$ cat config.mk
export PLATFORM = sky130hd
export DESIGN_NAME = fu_sched
export DESIGN_NICKNAME = d
export VERILOG_FILES = /design/src/rtl/fu_sched.sv
export SDC_FILE = /design/constraint.sdc
export NUM_CORES = 1
export LEC_CHECK = 0
export BUFFER_PORTS_ARGS = -buffer_cell sky130_fd_sc_hd__buf_2
export CAP_MARGIN = 20
export CORE_MARGIN = 2
export CORE_UTILIZATION = 50
export DETAILED_ROUTE_END_ITERATION = 12
export GPL_ROUTABILITY_DRIVEN = 0
export HOLD_SLACK_MARGIN = 0.12
export PLACE_DENSITY_LB_ADDON = 0.3
export SYNTH_ARGS = -nofsm -noshare
export SYNTH_HDL_FRONTEND = slang
export SYNTH_SLANG_ARGS = --single-unit
$ cat constraint.sdc
create_clock -name clk -period 1.95 [get_ports clk]
set_clock_uncertainty 0.1 [all_clocks]
set_input_delay 0.195 -clock clk [delete_from_list [all_inputs] [get_ports clk]]
set_output_delay 0.195 -clock clk [all_outputs]
set_load 0.02 [all_outputs]
$ cat src/rtl/fu_sched.sv
// fu_sched: issue scheduler for two reservation-station slots sharing
// two ALUs, two non-pipelined multipliers and one memory port.
// Grants are combinational from the current state and requests. Unit
// state advances on the edge that samples those grants.
// Optional macro FU_SCHED_RR_EN: when defined, a round-robin pointer
// decides multiply/memory contention. When undefined, slot0 always wins.
module fu_sched #(
  parameter int MULT_LAT = 4,
  parameter int NUM_SLOT = 2
) (
  input  logic                clk,
  input  logic                reset,
  input  logic [NUM_SLOT-1:0] alu_req,
  input  logic [NUM_SLOT-1:0] mult_req,
  input  logic [NUM_SLOT-1:0] mem_req,
  input  logic                mem_done,
  input  logic                flush,
  output logic [NUM_SLOT-1:0] exfu_free,
  output logic [NUM_SLOT-1:0] multfu_free,
  output logic [NUM_SLOT-1:0] memfu_free,
  output logic [NUM_SLOT-1:0] mult_unit,
  output logic [NUM_SLOT-1:0] mult_done
);

  // The grant cycle counts as the first occupied cycle, so the counter
  // register holds MULT_LAT-2 on the cycle after the grant.
  localparam logic [3:0] CNT_LOAD = 4'(MULT_LAT - 2);

  typedef enum logic {
    MEM_IDLE = 1'b0,
    MEM_BUSY = 1'b1
  } mem_state_t;

  mem_state_t       mem_state_q, mem_state_d;
  logic [1:0]       mul_busy_q, mul_busy_d;
  logic [1:0][3:0]  mul_cnt_q, mul_cnt_d;

  logic             grant_en;
  logic             pri_slot;
  logic [1:0]       mult_idle;
  logic [1:0]       mult_req_en;
  logic [1:0]       mult_g;
  logic [1:0]       unit_sel;
  logic [1:0]       unit_start;
  logic [1:0]       mem_cand;
  logic [1:0]       mem_g;
  logic [1:0]       alu_g;
  logic [1:0]       mult_done_c;

  assign grant_en    = !reset && !flush;
  assign mult_idle   = ~mul_busy_q;
  assign mult_req_en = mult_req & {2{grant_en}};

`ifdef FU_SCHED_RR_EN
  logic ptr_q, ptr_d;
  logic contended;

  assign pri_slot = ptr_q;

  // A contended grant hands priority to the slot that lost this cycle.
  always_comb begin
    contended = ((mult_req_en == 2'b11) && (^mult_g)) || (mem_cand == 2'b11);
    ptr_d     = ptr_q ^ contended;
  end

  // Priority pointer register; flush produces no grants, so it holds.
  always_ff @(posedge clk) begin
    if (reset) begin
      ptr_q <= 1'b0;
    end else begin
      ptr_q <= ptr_d;
    end
  end
`else
  assign pri_slot = 1'b0;
`endif

  // Multiplier arbitration: idle units are handed out in slot order. A
  // single idle unit with two requesters goes to the priority slot.
  always_comb begin
    mult_g   = '0;
    unit_sel = '0;
    case (mult_idle)
      2'b11: begin
        mult_g      = mult_req_en;
        unit_sel[1] = mult_req_en[0];
      end
      2'b01, 2'b10: begin
        if (mult_req_en == 2'b11) begin
          mult_g[pri_slot]   = 1'b1;
          unit_sel[pri_slot] = mult_idle[1];
        end else begin
          mult_g   = mult_req_en;
          unit_sel = mult_req_en & {2{mult_idle[1]}};
        end
      end
      default: begin
        mult_g   = '0;
        unit_sel = '0;
      end
    endcase
  end

  // Memory and ALU grants take whatever the multiplier left unserved.
  always_comb begin
    mem_cand = mem_req & ~mult_g & {2{grant_en && (mem_state_q == MEM_IDLE)}};
    mem_g    = '0;
    if (mem_cand == 2'b11) begin
      mem_g[pri_slot] = 1'b1;
    end else begin
      mem_g = mem_cand;
    end
    alu_g = alu_req & ~mult_g & ~mem_g & {2{grant_en}};
  end

  // Map slot grants onto the multiplier units they start.
  always_comb begin
    unit_start = '0;
    for (int s = 0; s < 2; s++) begin
      if (mult_g[s]) begin
        unit_start[unit_sel[s]] = 1'b1;
      end
    end
  end

  // Multiplier occupancy counters. Expiry pulses done and frees the unit
  // one cycle later. Flush clears everything without a pulse.
  always_comb begin
    mul_busy_d  = mul_busy_q;
    mul_cnt_d   = mul_cnt_q;
    mult_done_c = '0;
    for (int i = 0; i < 2; i++) begin
      if (mul_busy_q[i]) begin
        if (mul_cnt_q[i] == 4'd0) begin
          mul_busy_d[i]  = 1'b0;
          mult_done_c[i] = grant_en;
        end else begin
          mul_cnt_d[i] = mul_cnt_q[i] - 4'd1;
        end
      end
      if (unit_start[i]) begin
        mul_busy_d[i] = 1'b1;
        mul_cnt_d[i]  = CNT_LOAD;
      end
    end
    if (flush) begin
      mul_busy_d = '0;
      mul_cnt_d  = '0;
    end
  end

  // Memory port FSM. A completion that arrives while the port is idle
  // is ignored.
  always_comb begin
    mem_state_d = mem_state_q;
    case (mem_state_q)
      MEM_IDLE: if (|mem_g)   mem_state_d = MEM_BUSY;
      MEM_BUSY: if (mem_done) mem_state_d = MEM_IDLE;
      default:                mem_state_d = MEM_IDLE;
    endcase
    if (flush) begin
      mem_state_d = MEM_IDLE;
    end
  end

  // State registers. Reset drops any in-flight work outright.
  always_ff @(posedge clk) begin
    if (reset) begin
      mem_state_q <= MEM_IDLE;
      mul_busy_q  <= '0;
      mul_cnt_q   <= '0;
    end else begin
      mem_state_q <= mem_state_d;
      mul_busy_q  <= mul_busy_d;
      mul_cnt_q   <= mul_cnt_d;
    end
  end

  assign exfu_free   = alu_g;
  assign multfu_free = mult_g;
  assign memfu_free  = mem_g;
  assign mult_unit   = unit_sel & mult_g;
  assign mult_done   = mult_done_c;

endmodule
==> impl_metrics.toml <==
[run_status]
status = "complete, but fails checks"
violations = "negative setup slack"

[route]
vias = 775
drc_errors = 0
drt_iter0_drc = 9
viasPerCell = 5.66
routedWlPerCell_microns = 13.3
postRouteAntennaNets = 0
routed_wl_microns = 1830
drt_first_pass_iters = 4

[sta]
grt_setup_unrepaired = "yes"
slew_violations = 0
period_needed_ps = 2010
fin_ws_ps = -56.1
max_freq_ghz = 0.498
worstMarginPinSlew_ps = 349
fin_tns_setup_ps = -90.6
period_share = 1.03
slew_headroom = 0.767
setup_viol = 2
hold_violations = 0
whs_ps = 144

[floorplan]
die_w_microns = 42.1
io_pins = 20
dieArea_sq_um = 1770
start_util = 0.545
num_rows = 13
core_sq_um = 1330
die_y_microns = 42.1

[global_route]
grt_remaining_overflow = 0
antenna_found_initial = 0
gr-usage-all-layers = 0.226
grt_pass1_wl_microns = 3060
grt_pass1_vias = 741
grt_start_max_net_pins = 14

[layout]
final_common_cell = "buf_2"
post-route-util = 0.722
final_cell_mix = "17 x buf_2, 9 x nor2_1, 9 x a21oi_1, 9 x dfxtp_1"
stdcell_count = 137
drive_gt1_frac = 0.385
insertedDiodeCount = 0
fin_nets = 137
n_fill_cell = 111
syn_to_final_growth_pct = 32.5

[clock_tree]
cts_tree = "done"
h-tree-depth = 1
clk_pin_slew_ps = 80
cts_buffers = 3
root_buffer = "clkbuf_4"
cts.sinks = 11
clock_latency_ps = 280
clockBufferDepth = 2

[synth]
yosysSeqAreaShare = 0.303
async_flop_share = 0
ys.warnings.count = 0
ys_ff_latch = 11
synth-main-ff-cell = "dfxtp_1"
synth.distinct_cells = 30
syn-cell-area_sq_um = 727
synth_nets = 108
syn_area_per_cell_sq_um = 7.73
synth_edf_count = 0
netlist_instances = 94

[job]
drv_cap = 0

[critical_path]
worstPathCellList = "inv_2 > ha_4 > o21ai_4 > nor3_2 > o211ai_1 > and4_1 > buf_6"
cp_slowest_stage_delay_ps = 340
startpoint_type = "flop"
worstPathArrival_ps = 1710
cp_top_family = "simple AND/OR/NAND/NOR gates"
critPathCaptureType = "output pin"
crit_slowest_cell = "dfxtp_2"
criticalPathCategory = "flop to output pin"
crit_fanout = 4
cp.required_ps = 1650
cp-endpoint = "exfu_free[1]"
cp.depth = 7
r2r_start = "mul_busy_q[1]"
rr_worst_depth = 7
reg2reg_to = "mul_busy_q[1]"
setup.reg_to_reg.worst_slack_ps = 290
timing.critical_path.from = "mul_busy_q[1]"
critical_path_buf_inv_count = 2

[power]
leakagePower_nw = 0.411
power_density_nw_per_um2 = 615
finalPower_uw = 592
ir_drop_uv = 343

[min_path]
hold_path_class = "input port to flop"

[place]
portBuffers = 19
dp.cells = 132
dp_hpwl_microns = 1310
worst min path at each step:
stage	end	startpoint	slack (ps)	depth (start not counted)
floorplan	mem_state_q	mem_req[1]	280	2
global placement	mem_state_q	mem_req[1]	400	3
detailed placement	mul_cnt_q[5]	reset	420	3
CTS	mul_cnt_q[5]	reset	130	3
global route	mul_busy_q[1]	flush	160	3
finish	mul_cnt_q[5]	reset	140	3
where the power goes:
group	internal [mW]	switching [mW]
sequential	0.233	0.00482
clock	0.0793	0.0866
combinational	0.0850	0.103
kinds of logic after synthesis:
family | after synthesis | share of synthesized area
xor gates and xnor gates | 3 | 0.0362
AOI/OAI and AO/OA | 18 | 0.160
adders and majority gates | 4 | 0.0688
DFF | 11 | 0.303
buffers and inverters | 12 | 0.0654
muxes | 1 | 0.0155
and+or+nand+nor | 45 | 0.351
layer usage:
layer	GRT usage	part of all wire	wire length, microns
met1	0.243	0.44	798
met2	0.419	0.48	886
met5	0	0	0
met4	0.113	0.027	49
met3	0.0388	0.051	94
metrics by stage:
step / area (sq um) / setup slack, ps
5_1_grt: 963 / -133
3_5_place_dp: 881 / 36.9
6_report: 963 / -56.1
4_1_cts: 942 / -17.5
2_1_floorplan: 732 / 13.7
3_3_place_gp: 881 / 123
tightest hold or removal path, cell delays in order:
cell and delay (ps):
buf_2 90, nor2_1 90, o21a_1 110
Yosys cell counts, types with 3 or more instances:
cell	n	area [sq um]
nor2_1	10	37.5
nor4_1	3	18.8
nor3_1	8	40.0
dfxtp_1	11	220
inv_1	10	37.5
nand2_1	8	30.0
ha_1	4	50.1
a21oi_1	9	45.0
registers in the layout (all words and copies together), names as in the netlist:
name	cells
mem_state_q	1
mul_busy_q	2
mul_cnt_q	8
cell type report:
type	count	area [sq um]	area share
sequential	11	223	0.231
timing repair buffer	26	160	0.166
clock buffer	4	26.3	0.0273
tap	15	18.8	0.0195
multi-input combinational	71	498	0.517
inverter	10	37.5	0.0390
repair_timing:
item	in CTS	in global routing
pin swaps	3	4
resized for setup	11	5
endpoints found under the setup margin	4	3
buffers inserted	0	1
hold buffers	0	0
(Power assumes the default switching activity.)
